<file path="config.mk">
export PLATFORM = sky130hd
export DESIGN_NAME = led_blink_sequencer
export DESIGN_NICKNAME = d
export VERILOG_FILES = /design/src/rtl/led_seq_pkg.sv /design/src/rtl/seq_down_counter.sv /design/src/rtl/led_blink_sequencer.sv
export SDC_FILE = /design/constraint.sdc
export NUM_CORES = 1
export LEC_CHECK = 0
export ABC_AREA = 1
export BUFFER_PORTS_ARGS = -buffer_cell sky130_fd_sc_hd__buf_2
export CORE_MARGIN = 2
export CORE_UTILIZATION = 40
export DETAILED_ROUTE_END_ITERATION = 16
export MAX_ROUTING_LAYER = met4
export PLACE_DENSITY = 0.61
export SKIP_CTS_REPAIR_TIMING = 1
export SYNTH_ARGS = -nofsm -noshare
export SYNTH_HDL_FRONTEND = slang
export SYNTH_SLANG_ARGS = --single-unit
</file>
<file path="constraint.sdc">
create_clock -name clock_in -period 4.2 [get_ports clock_in]
set_input_delay 0.21 -clock clock_in [delete_from_list [all_inputs] [get_ports clock_in]]
set_output_delay 0.21 -clock clock_in [all_outputs]
set_load 0.05 [all_outputs]
</file>
<file path="src/rtl/led_seq_pkg.sv">
// rtl/led_seq_pkg.sv - state encoding and mode constants for the LED blink sequencer
package led_seq_pkg;

    typedef enum logic [2:0] {
        ST_IDLE = 3'd0,
        ST_ON   = 3'd1,
        ST_OFF  = 3'd2,
        ST_GAP  = 3'd3,
        ST_DONE = 3'd4
    } state_t;

    localparam logic MODE_ONESHOT = 1'b0;
    localparam logic MODE_CONT    = 1'b1;

endpackage

</file>
<file path="src/rtl/seq_down_counter.sv">
// rtl/seq_down_counter.sv - phase down-counter loading max(value,1)-1 with zero flag
module seq_down_counter #(
    parameter int W = 16
) (
    input  logic         clk,
    input  logic         rst,
    input  logic         load,
    input  logic [W-1:0] value,
    input  logic         dec,
    output logic         zero
);

    logic [W-1:0] count;

    // A zero phase time still lasts one cycle, so it loads 0 rather than wrapping.
    always_ff @(posedge clk) begin
        if (rst) begin
            count <= '0;
        end else if (load) begin
            count <= (value == '0) ? '0 : value - W'(1);
        end else if (dec && count != '0) begin
            count <= count - W'(1);
        end
    end

    assign zero = (count == '0);

endmodule

</file>
<file path="src/rtl/led_blink_sequencer.sv">
// rtl/led_blink_sequencer.sv - ON/OFF/GAP LED burst sequencer with one-shot and continuous modes
module led_blink_sequencer
    import led_seq_pkg::*;
#(
    parameter int N_LED = 4,
    parameter int CNT_W = 16,
    parameter int REP_W = 4
) (
    input  logic             clock_in,
    input  logic             reset_in,
    input  logic             start_in,
    input  logic             stop_in,
    input  logic             mode_in,
    input  logic [CNT_W-1:0] on_time_in,
    input  logic [CNT_W-1:0] off_time_in,
    input  logic [CNT_W-1:0] idle_time_in,
    input  logic [REP_W-1:0] blink_count_in,
    input  logic [N_LED-1:0] chan_mask_in,
    output logic [N_LED-1:0] led_out,
    output logic             busy_out,
    output logic             done_out,
    output logic [2:0]       state_out
);

    state_t             state, next_state;
    logic               mode_snap;
    logic [CNT_W-1:0]   on_snap, off_snap, idle_snap;
    logic [REP_W-1:0]   count_snap, rem, rem_next;
    logic [N_LED-1:0]   mask_snap;
    logic               snap_en;
    logic               cnt_load, cnt_dec, cnt_zero;
    logic [CNT_W-1:0]   cnt_value;

    always_ff @(posedge clock_in) begin
        if (reset_in) begin
            state      <= ST_IDLE;
            mode_snap  <= MODE_ONESHOT;
            on_snap    <= '0;
            off_snap   <= '0;
            idle_snap  <= '0;
            count_snap <= '0;
            mask_snap  <= '0;
            rem        <= '0;
        end else begin
            state <= next_state;
            rem   <= rem_next;
            if (snap_en) begin
                mode_snap  <= mode_in;
                on_snap    <= on_time_in;
                off_snap   <= off_time_in;
                idle_snap  <= idle_time_in;
                count_snap <= blink_count_in;
                mask_snap  <= chan_mask_in;
            end
        end
    end

    seq_down_counter #(.W(CNT_W)) u_phase_cnt (
        .clk   (clock_in),
        .rst   (reset_in),
        .load  (cnt_load),
        .value (cnt_value),
        .dec   (cnt_dec),
        .zero  (cnt_zero)
    );

    // Stop is checked first in every active state so it beats a phase exit.
    always_comb begin
        next_state = state;
        snap_en    = 1'b0;
        cnt_load   = 1'b0;
        cnt_value  = '0;
        cnt_dec    = 1'b0;
        rem_next   = rem;
        case (state)
            ST_IDLE: begin
                if (start_in && !stop_in) begin
                    snap_en  = 1'b1;
                    rem_next = blink_count_in;
                    if (blink_count_in == '0) begin
                        next_state = (mode_in == MODE_ONESHOT) ? ST_DONE : ST_IDLE;
                    end else begin
                        next_state = ST_ON;
                        cnt_load   = 1'b1;
                        cnt_value  = on_time_in;
                    end
                end
            end
            ST_ON: begin
                if (stop_in) begin
                    next_state = ST_IDLE;
                end else if (cnt_zero) begin
                    rem_next = rem - REP_W'(1);
                    cnt_load = 1'b1;
                    if (rem == REP_W'(1)) begin
                        next_state = ST_GAP;
                        cnt_value  = idle_snap;
                    end else begin
                        next_state = ST_OFF;
                        cnt_value  = off_snap;
                    end
                end else begin
                    cnt_dec = 1'b1;
                end
            end
            ST_OFF: begin
                if (stop_in) begin
                    next_state = ST_IDLE;
                end else if (cnt_zero) begin
                    next_state = ST_ON;
                    cnt_load   = 1'b1;
                    cnt_value  = on_snap;
                end else begin
                    cnt_dec = 1'b1;
                end
            end
            ST_GAP: begin
                if (stop_in) begin
                    next_state = ST_IDLE;
                end else if (cnt_zero) begin
                    if (mode_snap == MODE_CONT) begin
                        next_state = ST_ON;
                        rem_next   = count_snap;
                        cnt_load   = 1'b1;
                        cnt_value  = on_snap;
                    end else begin
                        next_state = ST_DONE;
                    end
                end else begin
                    cnt_dec = 1'b1;
                end
            end
            ST_DONE: next_state = ST_IDLE;
            default: next_state = ST_IDLE;
        endcase
    end

    always_comb begin
        led_out   = '0;
        busy_out  = 1'b0;
        done_out  = 1'b0;
        state_out = 3'd0;
        case (state)
            ST_IDLE: state_out = ST_IDLE;
            ST_ON: begin
                led_out   = mask_snap;
                busy_out  = 1'b1;
                state_out = ST_ON;
            end
            ST_OFF: begin
                busy_out  = 1'b1;
                state_out = ST_OFF;
            end
            ST_GAP: begin
                busy_out  = 1'b1;
                state_out = ST_GAP;
            end
            ST_DONE: begin
                done_out  = 1'b1;
                state_out = ST_DONE;
            end
            default: state_out = 3'd0;
        endcase
    end

endmodule

</file>
* Word level (Yosys, flattened, before mapping)
Cells that the tools add are included.
** Storage, ports and cells
- Bits of input ports :: 61
- Word-level logic and storage cells :: 90
- Output and inout port bits :: 9
- Register bits after elaboration :: 80
** Operators by class
- $add $sub $neg :: 3
- Eq/ne operators :: 14
- Reductions and logical operators :: 14
- Mux-type cells :: 50
** Operators with widths (count)
- 16-bit two-way mux :: 13
- 16-bit one-hot mux with 4 select lines :: 1
- 16-bit zero test :: 2
- 16-bit by 1-bit subtractor with 16-bit output, second input constant :: 2
- 3-bit two-way mux :: 10
- 4-bit two-way mux :: 7
- 3-bit one-hot mux with 4 select lines :: 2
- 16-bit nonzero test :: 1
- 1-bit two-way mux :: 15
- 2-bit inequality test, second input constant :: 6
- 4-bit one-hot mux with 3 select lines :: 1
- 3-bit inequality test, second input constant :: 3
- 7-bit AND reduction :: 1
- 3-bit by 2-bit equality test with 1-bit output, second input constant :: 2
- 4-bit by 1-bit equality test with 1-bit output, second input constant :: 1
- 4-bit zero test :: 1
- 4-bit AND reduction :: 1
- 4-bit by 1-bit subtractor with 4-bit output, second input constant :: 1
- 3-bit by 1-bit equality test with 1-bit output, second input constant :: 1
- 3-bit equality test, second input constant :: 1
- 3-bit zero test :: 1
- 1-bit one-hot mux with 3 select lines :: 1
- 3-bit nonzero test :: 1
- 3-bit OR reduction :: 1
- other kinds (4) :: 5

* Longest topological paths before layout
- Word-level depth :: 8
- Gate-level depth with buffers :: 19
- Depth with buffers taken out :: 18

* Modules after synthesis
A second synthesis with hierarchy kept.
** Unflattened totals
- Cell total of the unflattened synthesis :: 746
- Area, all modules :: 4809.6 um^2
** Modules (own cells, without submodules)
- led_blink_sequencer :: cells an instance 449, seq. area each 1281.2 um^2, instances 1, area each 3155.5 um^2
- seq_down_counter :: cells an instance 297, seq. area each 320.3 um^2, instances 1, area each 1654.1 um^2

* Least setup slack after synthesis
OpenSTA, ideal clock, no wires.
- Kind :: reg2reg
- Start :: register state[1]
- End :: register u_phase_cnt.count[13]
- Required time :: 4130 ps
- Slack :: 1896 ps
- Cell stages (with the launch flop) :: 18
- Arrival :: 2234 ps
- Buffers on the path :: 2
- Clock period less this slack :: 2304 ps
- Library setup time :: 70 ps
- Path through :: dfxtp_1 > inv_2 > nor2_4 > nand2_2 > inv_4 > buf_6 > nand2_1 > nand2_1 > a21oi_1 > ha_1 > inv_1 > nor2_1 > nand2_1 > nor2_1 > a21oi_4 > buf_6 > nand3_2 > a21oi_1
** Between the ends
- Word-level cells in the longest chain between the ends :: 5
- Elaborated cells between the ends (all ways) :: 15
- Those cells by class :: 1 x add/sub; 3 x eq/ne; 5 x mux; 6 x reduce/logical
** RTL lines
- start, declared :: RTL line led_blink_sequencer.sv:25 : state_t state, next_state;
- start signal, assigned :: RTL line led_blink_sequencer.sv:45 : state <= next_state;
- 3-bit by 2-bit equality test with 1-bit output (tied with other cells) :: RTL line led_blink_sequencer.sv:75 : case (state)
- 16-bit one-hot mux with 4 select lines / 3-bit OR reduction (equally long branches)
- 16-bit by 1-bit subtractor with 16-bit output (tied with other cells) :: RTL line seq_down_counter.sv:20 : count <= (value == '0) ? '0 : value - W'(1);
- 16-bit two-way mux / 1-bit logical AND (equally long branches) :: RTL line seq_down_counter.sv:20, seq_down_counter.sv:21
- 16-bit two-way mux / 2-bit nonzero test (equally long branches)
- end signal, assigned :: RTL line seq_down_counter.sv:20
- end signal, assigned :: RTL line seq_down_counter.sv:22 : count <= count - W'(1);
- end, declared :: RTL line seq_down_counter.sv:13 : logic [W-1:0] count;
Several ways; a longest one is shown, not always the timed one.
A chain may end at the register's enable or synchronous reset.

* Final worst setup path
- Start :: register rem[1]
- End :: register u_phase_cnt.count[2]
** Between the ends
- Word-level cells in the longest chain between the ends :: 8
- Elaborated cells between the ends (all ways) :: 9
- Those cells by class :: 1 x add/sub; 1 x eq/ne; 6 x mux; 1 x reduce/logical
** RTL lines
- start, declared :: RTL line led_blink_sequencer.sv:28 : logic [REP_W-1:0] count_snap, rem, rem_next;
- start signal, assigned :: RTL line led_blink_sequencer.sv:46 : rem <= rem_next;
- 4-bit by 1-bit equality test with 1-bit output (*) :: RTL line led_blink_sequencer.sv:95 : if (rem == REP_W'(1)) begin
- 16-bit two-way mux (*) :: RTL line led_blink_sequencer.sv:95
- 16-bit two-way mux (*) :: RTL line led_blink_sequencer.sv:92 : end else if (cnt_zero) begin
- 16-bit two-way mux (*) :: RTL line led_blink_sequencer.sv:90 : if (stop_in) begin
- 16-bit one-hot mux with 4 select lines (*) :: RTL line led_blink_sequencer.sv:75
- 16-bit by 1-bit subtractor with 16-bit output / 16-bit zero test (equally long branches) :: RTL line seq_down_counter.sv:20
- 16-bit two-way mux (*) :: RTL line seq_down_counter.sv:20
- 16-bit two-way mux (*) :: RTL line seq_down_counter.sv:19 : end else if (load) begin
Mark *: on every way between the ends. The rest lies on a longest branch, timed or not.

==> impl_results.md <==
- Critical path fanouts, max: 19
- CP Class: reg -> reg
- Post-synthesis cell type count: 36
- Post-synth EDFFs: 0
- Final WL: 12810 µm
- Largest net degree at the start of global routing: 55
- Layout cells sized above 1: 0.1801
- Vias in the first global route: 4639
- Pleak: 0.002606 µW
- Wire length of the first global-routing pass: 22110 µm
- Clk Latency, worst-skew pair: 0.35 ns
- Die ar.: 12590 µm²
- Starting DRT DRC Count: roughly 300
- Met1 wire length: between 6000 and 7000 µm
- Synthesis-to-finish area growth: 15.95%
- Worst setup EP type: flip-flop
- Dpl hpwl: ~9100 µm
- Htree depth: 3
- IO Pins: 70
- Worst min path class: in -> reg
- Post-DRT Antenna Nets: 0
- Status: finished, final reports clean
- Vias after detailed routing: between 4000 and 5000
- Clock sinks: 80
- Fin crit period: 2.812 ns
- Synth warnings: 0
- Total power draw: 3917 µW
- Highest routed layer: met4
- Max-cap violations: 0
- Fin. max-slew vios: 0
- Gp weighted congestion: around 0.91
- Main synth FF type: dfxtp_1
- Cell area after synthesis: about 4700 µm²
- Port bufs: 69
- Cells after Synth: 714
- Via density: 5.189
- Final period util: 0.6696
- Most common cell after layout, fill and taps aside: nand2_1
- CTS Buffer Depth: 2
- Fmax: 355.6 MHz
- Initial antenna violation count: 0
- RSZ-0062 raised after global routing: no
- Most frequent cells in the layout: 138 x nand2_1, 102 x nor2_1, 98 x o21ai_0
- Initial Utilization: 0.4103
- Area leader, netlist: dfxtp_1
- Global route overflow: 0
- Post-synthesis register bit count: 80
- WL met3: 544 µm
- Final Hold Slack: 0.07799 ns
- Post-route setup TNS: 0 ns
- Detailed-route DRC error count: 0
- Critical path arrival: 3.09 ns
- Worst EP required: between 4 and 5 ns
- Wire per inst: 14.00 µm
- # rows: 39
- Synth top area share: 0.3419
- Met2 WL post-DR: 5958 µm
- Drt pass-1 iters: 5
- CTS Root Cell: clkbuf_16
- Largest cells by area after synthesis: dfxtp_1 34%, nand2_1 11%, o21ai_0 10%
- Die X: 112.2 µm
- Syn_area_per_cell: ~6.6 µm²
- Peak supply drop: ~0.35 mV
- Fin nets: 834
- Syn_nets: 781
- GRT Util Overall: 0.2198
- P per Cell Area: around 720 nW/µm²
- Core area: between 10000 and 15000 µm²
- Seq/Total Area, Yosys: 0.3419
- Ant. Diodes: 0
- CTS tree: built
- Post-synth ARST share: 0
- Die Span Y: 112.2 µm
- Clock-pin slew on the worst setup and hold paths: roughly 0.06 ns
- Startpoint type of the worst setup path: flip-flop
- Worst slew pin tran: roughly 1.2 ns
- Clock Skew: 0.006084 ns
- CTS buffer count: 9
- Setup violations, final: 0
- Final hold viol count: 0
- Relative slew slack: 0.1894
## cells in the mapped netlist (all sizes together) (2+ instances only)
cell    instances
nand2         158
nor2          119
o21ai         100
dfxtp          80
inv            78
a21oi          59
nand3          39
clkbuf         23
nand3b         13
buf             8
xor2            8
ha              6
a211oi          5
o31ai           3
a31oi           2
nor3            2
o211ai          2
o22ai           2
xnor2           2
## critical path: stages (launching register included)
cell and delay [ns]:
dfxtp_1 0.30, inv_1 0.11, ha_1 0.58, nand2_4 0.25
nand2_1 0.11, nand3_1 0.06, nand2_1 0.07, a21oi_1 0.11
ha_1 0.24, inv_1 0.05, nor2_1 0.04, nand2_1 0.05
nor2_1 0.06, a21oi_4 0.38, o21ai_0 0.17, a21oi_1 0.14
## kinds of logic (layout without fill, tap and decap cells)
| family | Yosys count | count (layout) | synth area share |
|---|---|---|---|
| flip-flops | 80 | 80 | 0.3419 |
| adder cells (fa/ha/maj) | 6 | 6 | 0.01603 |
| AO/OA/AOI/OAI | 175 | 175 | 0.2006 |
| XOR/XNOR | 10 | 10 | 0.01870 |
| buffers and inverters | 109 | 167 | 0.09669 |
| AND/OR/NAND/NOR | 334 | 334 | 0.3261 |
## layer usage
metal,global-route usage,vias to the layer above
met3,0.03402,20
li1,-,2407
met4,0.09024,0
met1,0.2810,2208
met5,-,-
met2,0.3486,113
## state kept, by name, summed over array words and instances (netlist names)
signal and count:
on_snap 16, rem 4, off_snap 16, idle_snap 16
u_phase_cnt.count 16, mode_snap 1, count_snap 4, mask_snap 4
state 3
## stage by stage
step	util	area [µm²]	worst slack, ns	std cells
after global routing	0.4757	5431	1.052	915
after floorplan	-	4684	1.896	714
after global placement	0.4450	5081	1.484	899
after CTS	0.4757	5431	1.373	915
final	0.4757	5431	1.388	915
after detailed placement	0.4450	5081	1.431	899
## final timing paths
check	depth (start not counted)	slack [ns]	startpoint	end
worst min register to register	2	0.45	off_snap[2]	off_snap[2]
worst max-delay path	15	1.39	rem[1]	u_phase_cnt.count[2]
worst min-delay path	3	0.08	idle_time_in[11]	idle_snap[11]
worst max register to register	15	1.39	rem[1]	u_phase_cnt.count[2]
## where the power goes
group / switching [µW] / internal (µW)
Combinational: 1270 / 591
Sequential: 157 / 967
Clock: 343 / 588
Total: 1770 / 2150
## final cells by class
cell class              instances  area, µm²
clock buffers                   9      225.2
flip-flops and latches         80       1602
fillers                      1215       5987
clock inverters                 7      125.1
multi-input cells             525       2630
repair buffers                 73      375.4
well taps                     143      178.9
inverters                      78      295.3
Power figures use the tool's default switching activity.
